**src/rtl/fp_div.sv**
```systemverilog
// Iterative IEEE-754 single-precision divider: restoring loop, one quotient bit per clock.
// Define FP_DIV_ROUND_EN to add a guard iteration and round-to-nearest-even; truncation otherwise.
module fp_div #(
    parameter int unsigned EXP_W  = 8,
    parameter int unsigned MANT_W = 23
) (
    input  logic                  clk,
    input  logic                  reset,
    input  logic                  start,
    input  logic [EXP_W+MANT_W:0] a,
    input  logic [EXP_W+MANT_W:0] b,
    output logic                  busy,
    output logic                  done,
    output logic [EXP_W+MANT_W:0] result,
    output logic                  div_by_zero
);
    localparam int unsigned W  = EXP_W + MANT_W + 1;
    localparam int unsigned XW = EXP_W + 2;
    localparam int unsigned MW = MANT_W + 1;
    localparam int unsigned RW = MANT_W + 2;
    localparam int unsigned FW = MANT_W + 1;
`ifdef FP_DIV_ROUND_EN
    localparam int unsigned QW = MANT_W + 3;
`else
    localparam int unsigned QW = MANT_W + 2;
`endif
    localparam int unsigned CW = $clog2(QW + 1);
    localparam logic [CW-1:0]        LAST    = CW'(QW - 1);
    localparam logic signed [XW-1:0] BIAS    = XW'((1 << (EXP_W - 1)) - 1);
    localparam logic signed [XW-1:0] EXP_MAX = XW'((1 << EXP_W) - 1);
    localparam logic signed [XW-1:0] ONE_X   = XW'(1);
    localparam logic signed [XW-1:0] ZERO_X  = '0;
    localparam logic [W-1:0]         QNAN    = {1'b0, {EXP_W{1'b1}}, 1'b1, {(MANT_W-1){1'b0}}};

    typedef enum logic [1:0] {S_IDLE, S_DIVIDE, S_NORM, S_DONE} state_t;

    state_t                state_q, state_d;
    logic [RW-1:0]         rem_q, rem_d;
    logic [QW-1:0]         quo_q, quo_d;
    logic [MW-1:0]         mb_q, mb_d;
    logic signed [XW-1:0]  exp_q, exp_d;
    logic                  sign_q, sign_d;
    logic [CW-1:0]         cnt_q, cnt_d;
    logic [W-1:0]          result_q, result_d;
    logic                  dbz_q, dbz_d;
    logic                  done_q, done_d;
    logic                  busy_q, busy_d;

    logic [EXP_W-1:0]      ea, eb;
    logic [MANT_W-1:0]     fa, fb;
    logic                  a_zero, b_zero, a_inf, b_inf, a_nan, b_nan, sign_x;
    logic                  is_special, spec_dbz, accept, q_bit;
    logic [W-1:0]          spec_res, norm_res;
    logic [RW-1:0]         rem_sub;
    logic signed [XW-1:0]  exp_n;
    logic [MANT_W-1:0]     frac_n;
`ifdef FP_DIV_ROUND_EN
    logic                  guard, sticky;
    logic [FW-1:0]         frac_rnd;
`endif

    assign ea     = a[W-2:MANT_W];
    assign eb     = b[W-2:MANT_W];
    assign fa     = a[MANT_W-1:0];
    assign fb     = b[MANT_W-1:0];
    assign a_zero = (ea == '0);
    assign b_zero = (eb == '0);
    assign a_inf  = (&ea) && (fa == '0);
    assign b_inf  = (&eb) && (fb == '0);
    assign a_nan  = (&ea) && (fa != '0);
    assign b_nan  = (&eb) && (fb != '0);
    assign sign_x = a[W-1] ^ b[W-1];
    assign accept = start && ((state_q == S_IDLE) || (state_q == S_DONE));

    // Single-cycle resolution of zero/Inf/NaN operands (denormals treated as zero)
    always_comb begin
        is_special = 1'b1;
        spec_dbz   = 1'b0;
        spec_res   = QNAN;
        if (a_nan || b_nan) begin
            spec_res = QNAN;
        end else if ((a_inf && b_inf) || (a_zero && b_zero)) begin
            spec_res = QNAN;
        end else if (a_inf) begin
            spec_res = {sign_x, {EXP_W{1'b1}}, {MANT_W{1'b0}}};
        end else if (b_inf || a_zero) begin
            spec_res = {sign_x, {(W-1){1'b0}}};
        end else if (b_zero) begin
            spec_res = {sign_x, {EXP_W{1'b1}}, {MANT_W{1'b0}}};
            spec_dbz = 1'b1;
        end else begin
            is_special = 1'b0;
        end
    end

    // Normalise the quotient, optionally round, then clamp the exponent range
    always_comb begin
        exp_n = exp_q;
`ifdef FP_DIV_ROUND_EN
        if (quo_q[QW-1]) begin
            frac_n = quo_q[QW-2:2];
            guard  = quo_q[1];
            sticky = quo_q[0] | (|rem_q);
        end else begin
            frac_n = quo_q[QW-3:1];
            guard  = quo_q[0];
            sticky = |rem_q;
            exp_n  = exp_q - ONE_X;
        end
        frac_rnd = {1'b0, frac_n} + FW'(guard & (sticky | frac_n[0]));
        if (frac_rnd[MANT_W]) begin
            exp_n = exp_n + ONE_X;
        end
        frac_n = frac_rnd[MANT_W-1:0];
`else
        if (quo_q[QW-1]) begin
            frac_n = quo_q[QW-2:1];
        end else begin
            frac_n = quo_q[QW-3:0];
            exp_n  = exp_q - ONE_X;
        end
`endif
        if (exp_n >= EXP_MAX) begin
            norm_res = {sign_q, {EXP_W{1'b1}}, {MANT_W{1'b0}}};
        end else if (exp_n <= ZERO_X) begin
            norm_res = {sign_q, {(W-1){1'b0}}};
        end else begin
            norm_res = {sign_q, exp_n[EXP_W-1:0], frac_n};
        end
    end

    always_ff @(posedge clk or negedge reset) begin
        if (!reset) begin
            state_q <= S_IDLE;
        end else begin
            state_q <= state_d;
        end
    end

    always_comb begin
        state_d = state_q;
        case (state_q)
            S_IDLE:   if (start) state_d = is_special ? S_DONE : S_DIVIDE;
            S_DIVIDE: if (cnt_q == LAST) state_d = S_NORM;
            S_NORM:   state_d = S_DONE;
            S_DONE:   state_d = start ? (is_special ? S_DONE : S_DIVIDE) : S_IDLE;
            default:  state_d = S_IDLE;
        endcase
    end

    always_comb begin
        rem_d    = rem_q;
        quo_d    = quo_q;
        mb_d     = mb_q;
        exp_d    = exp_q;
        sign_d   = sign_q;
        cnt_d    = cnt_q;
        result_d = result_q;
        dbz_d    = dbz_q;
        busy_d   = (state_d == S_DIVIDE) || (state_d == S_NORM);
        done_d   = (state_d == S_DONE);
        q_bit    = (rem_q >= RW'(mb_q));
        rem_sub  = q_bit ? (rem_q - RW'(mb_q)) : rem_q;
        if (accept) begin
            dbz_d = spec_dbz;
            if (is_special) begin
                result_d = spec_res;
            end else begin
                rem_d  = RW'({1'b1, fa});
                mb_d   = {1'b1, fb};
                quo_d  = '0;
                cnt_d  = '0;
                exp_d  = $signed(XW'(ea)) - $signed(XW'(eb)) + BIAS;
                sign_d = sign_x;
            end
        end else if (state_q == S_DIVIDE) begin
            rem_d = rem_sub << 1;
            quo_d = {quo_q[QW-2:0], q_bit};
            cnt_d = cnt_q + CW'(1);
        end else if (state_q == S_NORM) begin
            result_d = norm_res;
        end
    end

    always_ff @(posedge clk or negedge reset) begin
        if (!reset) begin
            rem_q    <= '0;
            quo_q    <= '0;
            mb_q     <= '0;
            exp_q    <= '0;
            sign_q   <= 1'b0;
            cnt_q    <= '0;
            result_q <= '0;
            dbz_q    <= 1'b0;
            done_q   <= 1'b0;
            busy_q   <= 1'b0;
        end else begin
            rem_q    <= rem_d;
            quo_q    <= quo_d;
            mb_q     <= mb_d;
            exp_q    <= exp_d;
            sign_q   <= sign_d;
            cnt_q    <= cnt_d;
            result_q <= result_d;
            dbz_q    <= dbz_d;
            done_q   <= done_d;
            busy_q   <= busy_d;
        end
    end

    assign busy        = busy_q;
    assign done        = done_q;
    assign result      = result_q;
    assign div_by_zero = dbz_q;
endmodule

```
**config.mk**
```make
export PLATFORM = sky130hd
export DESIGN_NAME = fp_div
export DESIGN_NICKNAME = d
export VERILOG_FILES = /design/src/rtl/fp_div.sv
export SDC_FILE = /design/constraint.sdc
export NUM_CORES = 1
export LEC_CHECK = 0
export BUFFER_PORTS_ARGS = -buffer_cell sky130_fd_sc_hd__buf_2
export CELL_PAD_IN_SITES_DETAIL_PLACEMENT = 1
export CELL_PAD_IN_SITES_GLOBAL_PLACEMENT = 1
export CORE_MARGIN = 2
export CORE_UTILIZATION = 40
export DETAILED_ROUTE_END_ITERATION = 10
export GPL_TIMING_DRIVEN = 0
export PLACE_DENSITY = 0.78
export SKIP_LAST_GASP = 1
export SYNTH_ARGS = -nofsm -noshare
export SYNTH_HDL_FRONTEND = slang
export SYNTH_SLANG_ARGS = --single-unit
```
**constraint.sdc**
```tcl
create_clock -name clk -period 2.8 [get_ports clk]
set_clock_uncertainty 0.1 [all_clocks]
set_input_delay 0.56 -clock clk [delete_from_list [all_inputs] [get_ports clk]]
set_output_delay 0.56 -clock clk [all_outputs]
set_load 0.02 [all_outputs]
```
==> impl_results.md, run 1 <==
* Layout cells sized above 1 at 26.0%
* Gate Count Post-Synth at 878
* N_diodes at 0
* Syn Area/Cell at around 9 sq um
* Antenna Nets Post-Route at 0
* Peak VDD IR at between 0.6 and 0.7 mV
* Crit-path max FO at 5
* Port buffer count at just over 100
* Cell variety after synth at 71
* Die footprint at approximately 21,000 sq um
* Top routing layer used: met4
* MaxCap Viol Count at 0
* # clock sinks at about 130
* WL met3 at between 900 and 1000 um
* Met2 wire len at between 10,000 and 15,000 um
* Final hold violations at 4
* Number of DRC markers in iteration 0 at between 200 and 300
* Num ports at around 100
* Detailed placer's ending HPWL at 17,300 um
* Failing checks: negative hold slack, negative setup slack
* Cell taking the most area after synthesis: dfrtp_1
* Number of global-route vias before repair at around 7,500
* Worst r2r src: exp_q[0]$_DFFE_PN0N_
* Reg clk slew, reported paths at 0.06 ns
* Worst r2r path cells at 9
* Deepest clock path buffer count at 2
* CP Launch Type: flip-flop
* Total GRT Usage at approximately 24%
* Final Routed Wirelength at between 20,000 and 30,000 um
* R2r setup slk at -0.1 ns
* Final-layout fill cell count at 2,283
* Min Hold Slack at -0.00985 ns
* Clock Latency Late Sink at 0.43 ns
* Mapped Nets at 988
* Setup_tns at -1.18 ns
* Worst Path Arrival at around 3 ns
* CP required at about 3 ns
* H-tree levels at 4
* Unrepaired setup endpoints after global routing: true
* Router iterations before antenna repair at 5
* Total grt overflow at 0
* Top cell type's share of synthesized area at 40.6%
* Die H at approximately 140 um
* Starting Density at around two fifths
* FF-to-FF End: result[22]$_DFFE_PN0P_
* Placer Congestion at roughly 0.89
* Final setup fails at 24
* Mapped Area at roughly 7800 sq um
* Via Count at around 7,300
* Slew Limit Fails at 0
* Core outline area at 19,300 sq um
* Width of the chip at about 140 um
* DRC viols at 0
* FF+latch count, synth at 127
* P per Cell Area at 1370 nW/um^2
* Asr flop ratio synth at 100%
* Area growth syn-to-layout at 26.4%
* Post-synth EDFFs at 0
* Tcrit/Tclk final at 104%
* Sequential area share after synthesis at roughly two fifths
* TritonCTS buffer count at 17
* Setup Crit Path Kind: flip-flop to flip-flop
* Avg WL per Cell at slightly below 20 um
* First-pass GRT wire length at ~39,000 um
* Synthesis warning total at 0
* CTS root buffer: clkbuf_16
* Synth top area cells: dfrtp_1 41%, nand2_1 6.8%, o21ai_0 6.6%
* Leakage at between 4 and 5 nW
* Least-Margin Pin Slew at about 0.74 ns
* Final min period at between 2 and 3 ns
* Area occupied by multi-input gates at between 4000 and 5000 sq um
* Ys flop type: dfrtp_1
* Met1 wire length at approximately 11,000 um
* Final worst slack at -0.0993 ns
* Achievable Freq at between 300 and 400 MHz
* Pin count of the biggest net entering global routing at 73
* Storage cell area at between 3000 and 4000 sq um
* Initial antenna violation count at 0
* Kind of path behind the tightest hold check: input port to asynchronous set/reset pin
* Status: complete, but fails checks
* CP Capture Type: flip-flop
* Nets at 1,135
* Rel. slew slack at 50.7%
* CTS tree: yes
* Vias per cell at ~5.6
* Std-Cell Rows at roughly 50
[synth_stat cells, drive strengths merged, types with 5 or more instances]
library cell / count
ha: 41
and3: 6
a21o: 10
nor2b: 7
a31oi: 7
nand2: 142
o21ai: 126
dfrtp: 127
nor2: 32
or3: 15
a22o: 7
nand4: 9
a21oi: 41
clkbuf: 34
o22ai: 7
xnor2: 28
xor2: 11
buf: 5
nor3: 18
nand3: 10
a211oi: 7
mux2i: 39
nand2b: 12
nor4: 15
inv: 50
o21a: 7
[cells by family after synthesis]
group	share of synthesized area, %
AO/OA/AOI/OAI	20.1
XOR/XNOR	4.46
adder cells (fa/ha/maj)	7.07
buffers and inverters	4.59
flip-flops	40.6
multiplexers	5.27
AND/OR/NAND/NOR	18.0
[final cells by class]
type                       count  share of cell area (%)
multi-input combinational    662                    46.4
sequential                   127                    32.1
timing repair buffer         132                    8.53
clock buffer                  18                    4.44
tap                          265                    3.35
buffer                        35                    1.91
inverter                      50                    1.90
clock inverter                14                    1.33
[critical path, cell delays in order (launching register included)]
cell and delay, ns:
dfrtp_1 0.40, inv_2 0.10, ha_4 0.20, mux2_4 0.28, or4_4 0.51, or4_4 0.43, o21a_4 0.21, or3b_4 0.31
buf_6 0.14, o221ai_2 0.10
[sequential cells by signal (all words and copies together) (netlist names)]
name         count
state_q          2
quo_q           25
rem_q           25
sign_q           1
done             1
cnt_q            5
exp_q           10
result          32
mb_q            24
busy             1
div_by_zero      1
[where the power goes]
group | internal, mW | leakage [nW] | switching, mW
clock | 1.25 | 0.270 | 0.895
combinational | 3.71 | 2.49 | 4.71
sequential | 2.48 | 1.62 | 0.508
[timing repair]
item	in CTS	in global routing
setup buffers	18	10
gates resized for setup	40	66
pin swaps	19	13
gates cloned	2	2
hold buffers	0	0
setup endpoints to repair	110	99
[layer usage]
layer	vias to the layer above	global-route usage, %
li1	3417	-
met4	0	9.39
met1	3646	30.6
met2	179	42.2
met3	52	3.37
met5	-	0
[placed cells by master (no fill, tap or decap), types with 10 or more instances in the layout]
master,count
dfrtp_1,127
xnor2_1,28
nor4_1,11
clkbuf_1,15
nor2_1,31
o21ai_0,100
nor3_1,16
inv_1,46
nand2_1,140
mux2i_1,37
clkbuf_16,19
buf_4,22
o21ai_2,20
nand3_1,10
ha_1,32
a21o_1,10
clkbuf_2,13
buf_2,102
a21oi_1,37
or3_1,13
[per-stage QoR]
stage / power (mW) / std cells / area [sq um] / util (%) / setup WS [ns]
2_1_floorplan: 7.81 / 878 / 7850 / - / 0.0134
6_report: 13.6 / 1303 / 9890 / 51.2 / -0.0993
5_1_grt: 14.5 / 1303 / 9890 / 51.2 / -0.193
3_5_place_dp: 9.59 / 1245 / 8720 / 45.1 / -0.688
3_3_place_gp: 9.40 / 1244 / 8690 / 44.9 / -0.735
4_1_cts: 12.3 / 1297 / 9610 / 49.7 / -0.128
[worst max path at each step]
stage	start	slack [ns]	end
3_3_place_gp	reset	-0.74	mb_q[15]$_DFFE_PN0N_
6_report	exp_q[0]$_DFFE_PN0N_	-0.1	result[22]$_DFFE_PN0P_
3_5_place_dp	rem_q[8]$_DFFE_PN0P_	-0.69	rem_q[18]$_DFFE_PN0P_
5_1_grt	quo_q[24]$_DFFE_PN0P_	-0.19	result[22]$_DFFE_PN0P_
4_1_cts	exp_q[3]$_DFFE_PN0N_	-0.13	result[16]$_DFFE_PN0P_
2_1_floorplan	a[23]	0.01	exp_q[8]$_DFFE_PN0N_
(Power assumes the default switching activity.)
==> inputs of run 2 (changes only) <==
Settings changed: CORE_UTILIZATION 40 to 41, CTS_BUF_LIST set to sky130_fd_sc_hd__clkbuf_4, PLACE_DENSITY 0.78 to 0.8.
==> run 2 against run 1 <==
Effect of this change:
- the run ends with negative setup slack left
- register-to-register slack worse by 0.03 ns
- worst hold slack better by 0.12 ns
- sequential power barely moved
- combinational power decreased by 3.2%
- first-iteration DRC count rose by 29%
- critical path depth did not move
==> impl_results.md, run 2 (same netlist as run 1, synthesis figures left out) <==
* Total grt overflow at 0 (unchanged)
* Critical hold path startpoint: b[19]
* Num ports at 102 (unchanged)
* Critical Path, Cell by Cell: or3_4 -> or3_4 -> nor2_2 -> xnor2_1 -> or4_1 -> o21a_4 -> or3b_4 -> buf_12 -> o21ai_2
* Area growth syn-to-layout at 19.7%
* Worst Path Arrival at 3.27 ns (+0.18 ns)
* Pin count of the biggest net entering global routing at 79 (+8.2%)
* Placed Area at 8680 sq um (-0.44%)
* Deepest clock path buffer count at 2 (unchanged)
* Initial antenna violation count at 1 (+1)
* MaxCap Viol Count at 0 (unchanged)
* Slew Limit Fails at 0 (unchanged)
* Final setup fails at 38 (+58%)
* Total GRT Usage at 24.4% (+0.12 points)
* Final-layout fill cell count at 2,226 (-2.5%)
* # clock sinks at 127 (unchanged)
* Reg clk slew, reported paths at 0.12 ns (+0.06 ns)
* Worst r2r src: exp_q[4]$_DFFE_PN0N_
* Std-Cell Rows at 50 (-2.0%)
* CP Capture Type: flip-flop
* Tcrit/Tclk final at 105% (+1.1 points)
* Final Routed Wirelength at 24,600 um (-2.5%)
* Least-Margin Pin Slew at 0.737 ns (-0.00204 ns)
* CP required at 3.14 ns (+0.15 ns)
* Most frequent cells in the layout: 140 x nand2_1, 126 x dfrtp_1, 103 x buf_2
* Final min period at 2.93 ns (+0.0313 ns)
* CTS tree: yes
* Vias per cell at 5.68 (+1.4%)
* Final hold violations at 0 (-4)
* Status: complete, but fails checks
* CTS root buffer: clkbuf_4
* Largest register FFs at 32 (unchanged)
* Number of DRC markers in iteration 0 at 382 (+29%)
* Core outline area at 18,700 sq um (-3.3%)
* Failing checks: negative setup slack
* Router iterations before antenna repair at 5 (unchanged)
* Crit-path max FO at 10 (+5)
* Die H at 142 um (-1.2%)
* Port buffer count at 101 (unchanged)
* DRC viols at 0 (unchanged)
* Cell family with most CP delay: simple AND/OR/NAND/NOR gates
* Crit path top cell by count: or3_4
* Nets at 1,126 (-0.79%)
* Slowest CP cell: or4_1
* Via Count at 7,166 (-1.8%)
* Antenna Nets Post-Route at 0 (unchanged)
* Clock Latency Late Sink at 0.56 ns (+0.13 ns)
* Leakage at 4.18 nW (-4.5%)
* Detailed placer's ending HPWL at 17,700 um (+2.2%)
* Starting Density at 41.8% (+1.4 points)
* Final total power at 12.4 mW (-8.8%)
* Most common cell after layout, fill and taps aside: nand2_1
* Final worst slack at -0.131 ns (-0.0313 ns)
* Unrepaired setup endpoints after global routing: true
* First-pass GRT wire length at 38,400 um (-1.4%)
* Slowest Stage Delay on Critical Path at 0.53 ns (+0.02 ns)
* CP Launch Type: flip-flop
* Die footprint at 20,200 sq um (-2.4%)
* Layout cells sized above 1 at 23.3% (-2.7 points)
* Crit path from: exp_q[4]$_DFFE_PN0N_
* Post-Place Setup Slack at -0.639 ns (+0.0494 ns)
* Bufs and invs on worst path at 1 (-1)
* Peak VDD IR at 0.615 mV (-3.2%)
* TritonCTS buffer count at 17 (unchanged)
* Avg WL per Cell at 19.5 um (+0.63%)
* Achievable Freq at 341 MHz (-1.1%)
* H-tree levels at 4 (unchanged)
* Setup Crit Path Kind: flip-flop to flip-flop
* Width of the chip at 142 um (-1.2%)
* P per Cell Area at 1320 nW/um^2 (-3.8%)
* Fin area at 9370 sq um (-5.3%)
* Kind of path behind the tightest hold check: input port to flip-flop
* Rel. slew slack at 50.9% (+0.14 points)
* Placer Congestion at 0.875 (-1.2%)
* Number of global-route vias before repair at 7,405 (-1.3%)
run 2: cell count changes in the layout (fill, tap and decap cells not counted), sizes merged:
cell         before  now
bufinv            1    2
clkinvlp          4    3
diode             0    1
inv              55   51
clkbuf           50   51
buf             135  124
clkinv            4    6
dlygate4sd3       0    1
run 2: routing by layer:
layer / part of all wire (%) / wire, um / vias up / global-route usage (%)
met3: 4.3 / 1050 / 49 / 3.63
met4: 2.7 / 672 / 0 / 8.37
met1: 44 / 10800 / 3522 / 31.1
met5: 0 / 0 / - / 0
met2: 49 / 12000 / 188 / 42.4
li1: - / - / 3407 / -
run 2: cell type report:
type / instances / area, sq um / area share [%]
Multi-Input combinational cell: 662 / 4480 / 47.8
Sequential cell: 127 / 3180 / 33.9
Timing Repair Buffer: 120 / 736 / 7.85
Tap cell: 234 / 293 / 3.13
Buffer: 38 / 231 / 2.47
Inverter: 50 / 188 / 2.00
Clock buffer: 18 / 135 / 1.44
Clock inverter: 12 / 121 / 1.30
Antenna cell: 1 / 2.50 / 0.0267
run 2: report_power, final:
| group | switching (mW) | total (mW) | internal, mW | leakage, nW |
|---|---|---|---|---|
| Clock | 0.720 | 1.24 | 0.520 | 0.133 |
| Combinational | 4.60 | 8.15 | 3.56 | 2.43 |
| Sequential | 0.492 | 2.97 | 2.48 | 1.62 |
run 2: per-stage QoR:
stage	setup TNS [ns]	util, %	hold WS [ns]	instances
4_1_cts	-1.89	48.7	0.0805	1252
2_1_floorplan	0	-	0.164	878
6_report	-2.97	50.1	0.115	1262
3_5_place_dp	-33.67	46.4	0.360	1214
3_3_place_gp	-114.11	46.2	0.335	1213
5_1_grt	-7.29	50.1	0.116	1262
run 2: timing repair:
action / in CTS / in global routing
setup endpoints to repair: 111 / 102
setup buffers: 7 / 8
endpoints found under the hold margin: 49 / 0
pin swaps: 3 / 7
hold buffers: 1 / 0
gates resized for setup: 31 / 52
cloned: 0 / 2
run 2: worst register-to-register path, delay by kind of cell (launching register included):
family	cells	cell delay [ns]
flops	1	0.40
xor+xnor	1	0.10
simple gates	5	1.77
buf+inv	1	0.16
compound gates	2	0.29
run 2: path summary, 6_finish.rpt:
kind | end | slack (ns) | depth (start not counted)
worst min-delay path | mb_q[19]$_DFFE_PN0N_ | 0.12 | 3
worst max-delay path | result[7]$_DFFE_PN0P_ | -0.13 | 9
worst max register to register | result[7]$_DFFE_PN0P_ | -0.13 | 9
worst min register to register | result[4]$_DFFE_PN0P_ | 0.38 | 2
max in group asynchronous | rem_q[23]$_DFFE_PN0P_ | 1.39 | 3
min in group asynchronous | quo_q[8]$_DFFE_PN0P_ | 0.41 | 2
